$ cat src/rtl/button_conditioner.sv
// Input stage for the password-lock controller: synchronizes, debounces and
// edge-detects the four push-buttons, arbitrates to one command pulse per cycle.
module button_conditioner #(
    parameter int DEBOUNCE_CYCLES = 4,
    parameter int CNT_W           = 20
) (
    input  logic       clk,
    input  logic       reset,
    input  logic       btn_enter,
    input  logic       btn_set,
    input  logic       btn_change,
    input  logic       btn_reset,
    input  logic [3:0] hex_sw,
    output logic       enter,
    output logic       set,
    output logic       change,
    output logic       lock_reset,
    output logic [3:0] hex_in,
    output logic [3:0] held
);

    localparam int NB = 4;
    localparam logic [CNT_W-1:0] DB_LIMIT = CNT_W'(DEBOUNCE_CYCLES);

    // Bit order everywhere: {reset, set, change, enter}.
    logic [NB-1:0]    btn_raw;
    logic [NB-1:0]    btn_s1;
    logic [NB-1:0]    btn_s2;
    logic [NB-1:0]    db_q;
    logic [NB-1:0]    db_d;
    logic [CNT_W-1:0] cnt_q [NB];
    logic [CNT_W-1:0] cnt_d [NB];
    logic [3:0]       hex_s1;
    logic [3:0]       hex_s2;
    logic [NB-1:0]    rise;
    logic [NB-1:0]    grant;

    assign btn_raw = {btn_reset, btn_set, btn_change, btn_enter};
    assign held    = db_q;

    // The level flips on the edge where the disagreement count would hit the limit.
    always_comb begin
        db_d = db_q;
        for (int i = 0; i < NB; i++) begin
            cnt_d[i] = '0;
            if (btn_s2[i] != db_q[i]) begin
                if (cnt_q[i] + CNT_W'(1) == DB_LIMIT) begin
                    db_d[i] = btn_s2[i];
                end else begin
                    cnt_d[i] = cnt_q[i] + CNT_W'(1);
                end
            end
        end
    end

    assign rise = db_d & ~db_q;

    // Losing rises are dropped; their levels are already high so they never re-fire.
    always_comb begin
        grant = '0;
        if (rise[3]) begin
            grant = 4'b1000;
        end else if (rise[2]) begin
            grant = 4'b0100;
        end else if (rise[1]) begin
            grant = 4'b0010;
        end else if (rise[0]) begin
            grant = 4'b0001;
        end
    end

    always_ff @(posedge clk) begin
        if (reset) begin
            btn_s1     <= '0;
            btn_s2     <= '0;
            db_q       <= '0;
            hex_s1     <= '0;
            hex_s2     <= '0;
            enter      <= 1'b0;
            set        <= 1'b0;
            change     <= 1'b0;
            lock_reset <= 1'b0;
            hex_in     <= 4'h0;
            for (int i = 0; i < NB; i++) begin
                cnt_q[i] <= '0;
            end
        end else begin
            btn_s1     <= btn_raw;
            btn_s2     <= btn_s1;
            db_q       <= db_d;
            hex_s1     <= hex_sw;
            hex_s2     <= hex_s1;
            enter      <= grant[0];
            change     <= grant[1];
            set        <= grant[2];
            lock_reset <= grant[3];
            if (grant[0]) begin
                hex_in <= hex_s2;
            end
            for (int i = 0; i < NB; i++) begin
                cnt_q[i] <= cnt_d[i];
            end
        end
    end

endmodule

$ cat config.mk
export PLATFORM = sky130hd
export DESIGN_NAME = button_conditioner
export DESIGN_NICKNAME = d
export VERILOG_FILES = /design/src/rtl/button_conditioner.sv
export SDC_FILE = /design/constraint.sdc
export NUM_CORES = 1
export LEC_CHECK = 0
export ABC_AREA = 1
export ABC_CLOCK_PERIOD_IN_PS = 5100
export BUFFER_PORTS_ARGS = -buffer_cell sky130_fd_sc_hd__buf_4
export CORE_ASPECT_RATIO = 0.7
export CORE_UTILIZATION = 45
export CTS_CLUSTER_DIAMETER = 60
export CTS_CLUSTER_SIZE = 24
export DETAILED_ROUTE_END_ITERATION = 7
export PLACE_DENSITY = 0.68
export SLEW_MARGIN = 20
export SYNTH_ARGS = -nofsm -noshare
export SYNTH_HDL_FRONTEND = slang
export SYNTH_SLANG_ARGS = --single-unit
export TNS_END_PERCENT = 50
$ cat constraint.sdc
create_clock -name clk -period 5.1 [get_ports clk]
set_clock_uncertainty 0.2 [all_clocks]
set_input_delay 1.02 -clock clk [delete_from_list [all_inputs] [get_ports clk]]
set_output_delay 1.02 -clock clk [all_outputs]
set_load 0.005 [all_outputs]
==> results of run 1 <==
==> registers in the layout, indices dropped and copies added (netlist names) <==
signal and cells:
btn_s1 4, btn_s2 4, change 1, cnt_q 80, enter 1, held 4
hex_in 4, hex_s1 4, hex_s2 4, lock_reset 1, set 1
==> routing by layer <==
metal	wire, µm	share of wire	track usage
met5	0	0	0
met4	113	0.010	0.0521
met3	418	0.038	0.0415
met2	4550	0.41	0.300
met1	5960	0.54	0.266
==> power by group <==
| group | internal (mW) | total (mW) | switching, mW |
|---|---|---|---|
| registers | 0.849 | 0.853 | 0.00306 |
| logic | 0.00917 | 0.0252 | 0.0161 |
| clock network | 0.344 | 0.658 | 0.314 |
| total | 1.20 | 1.54 | 0.334 |
==> area by class of cell <==
type                    instances  area (µm²)
fillers                      1199        5710
multi-input cells             581        2760
flip-flops and latches        108        2160
inverters                     135         509
clock buffers                  10         239
well taps                     157         196
repair buffers                 21         158
clock inverters                 6        40.0
==> cells in the final DEF, fill, tap and decap left out, types with 8 or more instances in the layout <==
cell       Yosys  final
nand2_1      218    218
nor2_1       172    172
inv_1        130    130
dfxtp_1      108    108
nand3_1       49     49
a21oi_1       28     28
buf_4          2     21
nand4_1       18     18
xor2_1        12     12
nor2_2        11     11
clkbuf_16      0      9
o21ai_0        8      8
==> stage by stage <==
stage	instances	cell area, µm²	hold WS (ps)
4_1_cts	1018	6060	202
2_1_floorplan	830	5470	188
5_1_grt	1018	6060	218
6_report	1018	6060	201
3_5_place_dp	1002	5780	192
3_3_place_gp	1002	5780	193
==> cells in the mapped netlist, types with 7 or more instances <==
cell type | n | area [µm²]
nor2_2 | 11 | 68.8
a21oi_1 | 28 | 140
inv_1 | 130 | 488
o21ai_0 | 8 | 40.0
nand3b_1 | 7 | 52.6
nor2_1 | 172 | 646
dfxtp_1 | 108 | 2160
nor2_4 | 7 | 78.8
nand2_1 | 218 | 818
xor2_1 | 12 | 105
xnor2_1 | 7 | 61.3
nand4_1 | 18 | 113
nand3_1 | 49 | 245
o21ai_1 | 7 | 35.0
==> how the worst min path moves through the flow <==
stage,slack (ps),endpoint,cells past startpoint,from
2_1_floorplan,190,btn_s2[0]$_SDFF_PP0_,2,btn_s1[0]$_SDFF_PP0_
4_1_cts,200,btn_s2[1]$_SDFF_PP0_,2,btn_s1[1]$_SDFF_PP0_
3_5_place_dp,190,btn_s2[1]$_SDFF_PP0_,2,btn_s1[1]$_SDFF_PP0_
3_3_place_gp,190,btn_s2[1]$_SDFF_PP0_,2,btn_s1[1]$_SDFF_PP0_
6_report,200,btn_s2[1]$_SDFF_PP0_,2,btn_s1[1]$_SDFF_PP0_
5_1_grt,220,btn_s2[1]$_SDFF_PP0_,2,btn_s1[1]$_SDFF_PP0_
==> kinds of logic (layout without fill, tap and decap cells) <==
family / count (synthesis) / in the layout / share of synthesized area
flops: 108 / 108 / 0.396
simple gates: 507 / 507 / 0.410
compound gates: 48 / 48 / 0.0469
buf+inv: 141 / 172 / 0.100
fa+ha+maj: 6 / 6 / 0.0137
xor+xnor: 20 / 20 / 0.0334
==> worst max-delay path: cells and delay by family, from the launching register on <==
kind                       cells  cell delay [ps]
buffers and inverters          1               50
DFF                            1              390
adders and majority gates      1              200
and+or+nand+nor               12             1800
==> flow_metrics.tcl, run 1 <==
set metrics [dict create \
    p_per_area_nw_per_um2 254 \
    area_growth_pct 10.9 \
    antenna_found_initial 0 \
    reg2reg_depth 14 \
    avgSynthCellArea_um2 6.58 \
    finalCriticalPeriod_ps 2700 \
    drt-wirelength-per-cell_um 10.8 \
    ys_ff_latch 108 \
    ioPinCount 22 \
    grt-ovfl-total 0 \
    utilization 0.515 \
    clock.fmax_ghz 0.371 \
    relSlewSlack 0.572 \
    routed_wl_um 11000 \
    insertedDiodeCount 0 \
    syn_nets 846 \
    endpoint "cnt_q[1][17]$_SDFF_PP0_" \
    critical_path_arrival_ps 2790 \
    vias_per_cell 4.66 \
    rows 33 \
    outcome "completed" \
    grt_pass1_wl_um 19300 \
    peakVddDrop_mv 0.191 \
    post-place-ws_ps 2440 \
    die_w_um 134 \
    worst_setup_path_end_kind "flop" \
    via_count 4742 \
    ys_dominant_reg_cell "dfxtp_1" \
    ys_async_sr_fraction 0 \
    post_cts_buffers 0 \
    fp.coreArea_um2 11800 \
    hp-class "flop to flop" \
    chipHeight_um 94.2 \
    cts_max_level 3 \
    path_cells "ha_1 > nand2_1 > nor2_1 > nand2_1 > nor2_1 > nand2_1 > nand2_1 > nand2_1 > nand3_1 > nor2_1 > nand2_2 > nand2_1 > or2_2 > inv_1" \
    setup_viol 0 \
    max_stage_delay_ps 430 \
    dr.pass1.iters 5 \
    fin_total_pwr_mw 1.54 \
    worstPathMaxFanout 18 \
    max-clock-path-buffers 2 \
    cpMaxStageDelayCell "or2_2" \
    path_class "flop to flop" \
    cp_common_cell "nand2_1" \
    netlist_area_um2 5470 \
    netlist_instances 830 \
    rsz0062_at_grt "no" \
    grt_pass1_vias 4232 \
    worstSkewPairLatency_ps 350 \
    cts_sinks 108 \
    root_buffer "clkbuf_16" \
    cts_buffers 9 \
    synth_edf_count 0 \
    port-buffer-count 21 \
    drive_above_1_share 0.0906 \
    worst_ep_required_time_ps 5190 \
    gr-usage-all-layers 0.192 \
    drc 0 \
    worstSetupStartpointType "flop" \
    nNetsFinal 872 \
    p_leak_nw 2.51 \
    cap_violations 0 \
    ys_seq_area_frac 0.396 \
    yosys_warnings 0 \
    regToRegStartpoint "cnt_q[1][0]$_SDFF_PP0_" \
    grt_max_degree 24 \
    tightest_slew_ps 641 \
    dieArea_um2 12600 \
    reg2reg_slack_ps 2400 \
    cp-startpoint "cnt_q[1][0]$_SDFF_PP0_" \
    initial_utilization 0.464 \
    first_iter_violations 394 \
    rr_endpoint "cnt_q[1][17]$_SDFF_PP0_" \
    place.gp.congestion 0.908 \
    cts-hold-fix-buffers 0 \
    cts_tree "yes" \
    dpl.hpwl_um 8460 \
    ant_nets 0 \
    cts_resized 0 \
    hold_violations 0 \
    yosysUniqueCellTypes 38 \
    clkTransAtPathRegs_ps 70 \
    drv_slew 0 \
    tns_ps 0 \
    setup_slack_ps 2400 \
    fin_crit_sh 0.529 \
]
Note: power is estimated with default switching activity, not from simulation.
==> run 2, diff against run 1 <==
- ABC_CLOCK_PERIOD_IN_PS: 5100 -> 2400
- PLACE_DENSITY: 0.68 -> 0.71
- clock period: 5.1 -> 2.4 ns (I/O delays scaled with it)
==> flow_metrics.tcl, run 2 (synthesized netlist as in run 1, its figures left out) <==
set metrics [dict create \
    final_cell_mix "nand2_1, nor2_1, inv_1" \
    dr.pass1.iters 5 \
    fill_cells 1108 \
    placed_area_um2 5980 \
    grt_pass1_vias 4390 \
    dpl.hpwl_um 8980 \
    cpMaxStageDelayCell "dfxtp_4" \
    cap_violations 0 \
    clock.fmax_ghz 0.417 \
    ant_nets 0 \
    worst_setup_path_end_kind "flop" \
    antenna_found_initial 0 \
    fin_crit_sh 1.00 \
    worst_ep_required_time_ps 2440 \
    worstSetupStartpointType "flop" \
    fin_total_pwr_mw 3.42 \
    hold_violations 0 \
    place.gp.congestion 0.946 \
    fin_cells 1065 \
    p_per_area_nw_per_um2 504 \
    drc 0 \
    ioPinCount 22 \
    postLayoutCellArea_um2 6780 \
    fp.coreArea_um2 11800 \
    setup_slack_ps 0.432 \
    rsz0062_at_grt "yes" \
    ff_latch_area_um2 2190 \
    rows 33 \
    finalCriticalPeriod_ps 2400 \
    area_growth_pct 24.0 \
    p_leak_nw 2.79 \
    path_cells "ha_4 > nand2_4 > nor2_4 > nand3b_1 > xor2_1 > nand2_1 > nor2_1 > nand3_1 > nor2_4 > nand3_4 > nand3_4 > nand2_1 > nand2_1 > nor2_1" \
    path_class "flop to flop" \
    relSlewSlack 0.762 \
    cts_sinks 108 \
    drive_above_1_share 0.219 \
    outcome "completed" \
    insertedDiodeCount 0 \
    grt_pass1_wl_um 20400 \
    gr-usage-all-layers 0.202 \
    cts_tree "yes" \
    grt-ovfl-total 0 \
    grt_max_degree 23 \
    worstPathMaxFanout 8 \
    first_iter_violations 355 \
    hp-class "input port to flop" \
    vias_per_cell 4.77 \
    cts_buffers 9 \
    worstSkewPairLatency_ps 350 \
    largest_reg_flops 80 \
    die_w_um 134 \
    max-clock-path-buffers 2 \
    multi_input_area_um2 3010 \
    drt-wirelength-per-cell_um 11.8 \
    clkTransAtPathRegs_ps 70 \
    post-place-ws_ps -36.2 \
    dp_cells 1024 \
    via_count 5082 \
    root_buffer "clkbuf_16" \
    cp_common_cell "nand2_1" \
    max_stage_delay_ps 380 \
    cts-hold-fix-buffers 0 \
    nNetsFinal 919 \
    final_common_cell "nand2_1" \
    registers.top_by_ff_count "cnt_q" \
    critical_path_arrival_ps 2440 \
    dieArea_um2 12600 \
    tightest_slew_ps 356 \
    setup_viol 0 \
    drv_slew 0 \
    initial_utilization 0.464 \
    port-buffer-count 21 \
    routed_wl_um 12500 \
    chipHeight_um 94.2 \
    cts_max_level 3 \
    peakVddDrop_mv 0.485 \
]
-- run 2: cell types whose count changed in the layout (fill, tap and decap cells not counted), moves of 12 or more --
cell,delta
nand2_1,-12
buf_4,+40
dfxtp_1,-18
dfxtp_2,+17
nor2_1,-22
-- run 2: area by class of cell --
type | count | area share
clock buffer | 9 | 0.0332
tap | 157 | 0.0290
sequential | 108 | 0.323
timing repair inverter | 1 | 0.00129
inverter | 135 | 0.0759
clock inverter | 7 | 0.0120
multi-input combinational | 581 | 0.444
timing repair buffer | 67 | 0.0814
-- run 2: report_power, final --
group / internal [mW] / switching (mW) / leakage [nW]
Clock: 0.825 / 0.707 / 0.147
Combinational: 0.0328 / 0.0394 / 1.76
Sequential: 1.80 / 0.00695 / 0.883
Total: 2.66 / 0.754 / 2.79
-- run 2: per-layer routing --
metal,up-vias,track usage,wire (µm)
met5,-,0,0
met4,0,0.0464,121
met3,13,0.0388,560
met2,128,0.300,5240
met1,2244,0.297,6610
li1,2697,-,-
-- run 2: through the flow --
step	hold slack (ps)	setup TNS [ps]	util
floorplan	188	0	-
CTS	122	0	0.543
finish	129	0	0.576
detailed placement	193	-123	0.508
global route	131	-1230	0.576
global placement	189	0	0.508
-- run 2: worst max-delay path: cells and delay by family, from the launching register on --
family | cells | cell delay, ps
xor gates and xnor gates | 1 | 230
adders and majority gates | 1 | 150
DFF | 1 | 380
and+or+nand+nor | 12 | 1350
-- run 2: repair_timing --
action | in CTS | in global routing
gates resized for setup | 9 | 88
pin swaps | 7 | 31
setup buffers | 10 | 14
gates cloned | 0 | 1
setup endpoints to repair | 4 | 91
-- run 2: final timing paths --
kind | from | end | slack (ps) | depth (start not counted)
worst max register to register | cnt_q[3][1]$_SDFF_PP0_ | hex_in[0]$_SDFFE_PP0P_ | 0.4 | 14
worst min register to register | hex_s1[2]$_SDFF_PP0_ | hex_s2[2]$_SDFF_PP0_ | 200 | 2
worst min-delay path | btn_change | btn_s1[1]$_SDFF_PP0_ | 130 | 3
worst max-delay path | cnt_q[3][1]$_SDFF_PP0_ | hex_in[0]$_SDFFE_PP0P_ | 0.4 | 14
==> run 3, diff against run 2 <==
--- a/config.mk
+++ b/config.mk
@@ -15,4 +15,5 @@
 export DETAILED_ROUTE_END_ITERATION = 7
 export PLACE_DENSITY = 0.71
+export REMOVE_ABC_BUFFERS = 1
 export SLEW_MARGIN = 20
 export SYNTH_ARGS = -nofsm -noshare
==> constraint.sdc (replaced) <==
create_clock -name clk -period 2.4 [get_ports clk]
set_clock_uncertainty 0.2 [all_clocks]
set_input_delay 0.12 -clock clk [delete_from_list [all_inputs] [get_ports clk]]
set_output_delay 0.12 -clock clk [all_outputs]
set_load 0.005 [all_outputs]
==> flow_metrics.tcl, run 3 (synthesized netlist as in run 1, its figures left out) <==
set metrics [dict create \
    outcome "completed" \
    cp_common_cell "nand2_1" \
    worst_ep_required_time_ps 2450 \
    finalCriticalPeriod_ps 2370 \
    initial_utilization 0.464 \
    p_per_area_nw_per_um2 518 \
    worstPathMaxFanout 8 \
    first_iter_violations 321 \
    dp_cells 1024 \
    path_buf_inv 1 \
    tightest_slew_ps 375 \
    regToRegStartpoint "cnt_q[2][2]$_SDFF_PP0_" \
    hold_end "btn_s2[3]$_SDFF_PP0_" \
    busiest_layer "met2" \
    fill_cells 1105 \
    fin_cells 1059 \
    grt_pass1_vias 4440 \
    clock.fmax_ghz 0.423 \
    die_w_um 134 \
    relSlewSlack 0.750 \
    dieArea_um2 12600 \
    gr-usage-all-layers 0.208 \
    worstSkewPairLatency_ps 350 \
    reg2reg_depth 14 \
    area_growth_pct 24.1 \
    min_from "btn_s1[3]$_SDFF_PP0_" \
    cts_sinks 108 \
    pwr-share-comb 0.023 \
    grt-ovfl-total 0 \
    peakVddDrop_mv 0.411 \
    use_met1 0.300 \
    place.gp.congestion 0.887 \
    dpl.hpwl_um 8900 \
    rr_endpoint "hex_in[0]$_SDFFE_PP0P_" \
    insertedDiodeCount 0 \
    p_clk_frac 0.462 \
    cts_max_level 3 \
    reg2reg_slack_ps 30 \
    switching_share 0.211 \
    setup_viol 0 \
    switchingPower_mw 0.741 \
    port-buffer-count 21 \
    power.internal_mw 2.77 \
    drt-wirelength-per-cell_um 12.0 \
    p_leak_nw 2.78 \
    cpMaxStageDelayCell "dfxtp_1" \
    seq_power_share 0.515 \
    cap_violations 0 \
    largest_reg_flops 80 \
    fin_total_pwr_mw 3.51 \
    final_cell_mix "nand2_1, nor2_1, inv_1" \
    cts_tree "yes" \
    crit_family "simple AND/OR/NAND/NOR gates" \
    drive_above_1_share 0.202 \
    cts_buffers 9 \
    max_stage_delay_ps 390 \
    path_class "flop to flop" \
    worst_setup_path_end_kind "flop" \
    vias_per_cell 4.85 \
    fp.coreArea_um2 11800 \
    grt_max_degree 20 \
    ioPinCount 22 \
    rsz0062_at_grt "yes" \
    ant_nets 0 \
    critical_path_arrival_ps 2420 \
    whs_path_depth 2 \
    grt_use_met3 0.0485 \
    drc 0 \
    fin_crit_sh 0.986 \
    registers.top_by_ff_count "cnt_q" \
    antenna_found_initial 0 \
    via_count 5135 \
    path_cells "nand3_1 > buf_4 > o21ai_0 > nand2_1 > nor2_1 > nand2_1 > nor2_1 > nand3_1 > nor2_4 > nand4_4 > nand3_4 > nand2_1 > nand2_1 > nor2_1" \
    max-clock-path-buffers 2 \
    final_common_cell "nand2_1" \
    drv_slew 0 \
    dr.pass1.iters 5 \
    rows 33 \
    hold_violations 0 \
    nNetsFinal 913 \
    chipHeight_um 94.2 \
    root_buffer "clkbuf_16" \
    hp-class "flop to flop" \
    grt_pass1_wl_um 20800 \
    worstSetupStartpointType "flop" \
    clkTransAtPathRegs_ps 70 \
    grt_util_met2 0.307 \
    routed_wl_um 12800 \
]
==> run 3: changes by cell type in the layout (fill, tap and decap cells not counted), sizes merged <==
cell         change
bufinv           +1
clkbuf           +1
inv              -1
dlygate4sd3      +9
buf             -14
clkinvlp         -1
clkinv           -1
==> run 3: how the worst max path moves through the flow <==
stage                           start                 endpoint  slack, ps  cells past startpoint
6_report       cnt_q[2][2]$_SDFF_PP0_   hex_in[0]$_SDFFE_PP0P_         30                     14
2_1_floorplan  cnt_q[1][0]$_SDFF_PP0_  cnt_q[1][17]$_SDFF_PP0_        150                     13
3_3_place_gp   cnt_q[0][1]$_SDFF_PP0_   hex_in[0]$_SDFFE_PP0P_        -50                     14
5_1_grt        cnt_q[2][5]$_SDFF_PP0_   hex_in[0]$_SDFFE_PP0P_       -130                     15
4_1_cts        cnt_q[1][1]$_SDFF_PP0_   hex_in[1]$_SDFFE_PP0P_          4                     16
3_5_place_dp   cnt_q[2][1]$_SDFF_PP0_   hex_in[0]$_SDFFE_PP0P_        -60                     16
==> run 3: what timing repair did <==
action | CTS | global route
pin swaps | 4 | 25
hold endpoints to repair | 10 | 0
hold buffers | 9 | 0
buffers inserted | 2 | 8
gates cloned | 0 | 0
gates resized for setup | 11 | 89
setup endpoints to repair | 8 | 92
==> run 3: final cells by class <==
cell class / instances / area, µm² / share of cell area
inverters: 135 / 509 / 0.0751
flip-flops and latches: 108 / 2200 / 0.324
multi-input cells: 581 / 3020 / 0.445
repair buffers: 62 / 537 / 0.0791
clock inverters: 6 / 93.8 / 0.0138
clock buffers: 10 / 229 / 0.0338
well taps: 157 / 196 / 0.0290
==> run 3: power groups by stage <==
stage | logic (mW) | registers [mW] | clock network (mW)
2_1_floorplan | 0.0282 | 1.85 | 0
4_1_cts | 0.0802 | 1.81 | 1.65
5_1_grt | 0.0905 | 1.81 | 1.73
6_report | 0.0816 | 1.81 | 1.62
3_5_place_dp | 0.0684 | 1.85 | 0
3_3_place_gp | 0.0679 | 1.85 | 0
==> run 3: through the flow <==
stage	setup TNS (ps)	setup WS (ps)	instance area, µm²	hold slack [ps]	util
finish	0	33.5	6780	197	0.577
detailed placement	-205	-59.6	5980	128	0.508
CTS	0	4.28	6450	200	0.548
floorplan	0	151	5430	-8.82	-
global route	-1040	-126	6780	210	0.577
global placement	-125	-54.8	5980	121	0.508
==> run 3: worst register-to-register path, cell delays in order (launching register included) <==
cell and delay, ps:
dfxtp_1 390, nand3_1 130, buf_4 160, o21ai_0 220, nand2_1 110, nor2_1 120, nand2_1 60, nor2_1 110
nand3_1 150, nor2_4 170, nand4_4 130, nand3_4 150, nand2_1 70, nand2_1 60, nor2_1 40
==> run 3: routing by layer <==
| metal | routed length [µm] | part of all wire |
|---|---|---|
| met5 | 0 | 0 |
| met4 | 106 | 0.0083 |
| met2 | 5490 | 0.43 |
| met3 | 749 | 0.059 |
| met1 | 6400 | 0.50 |
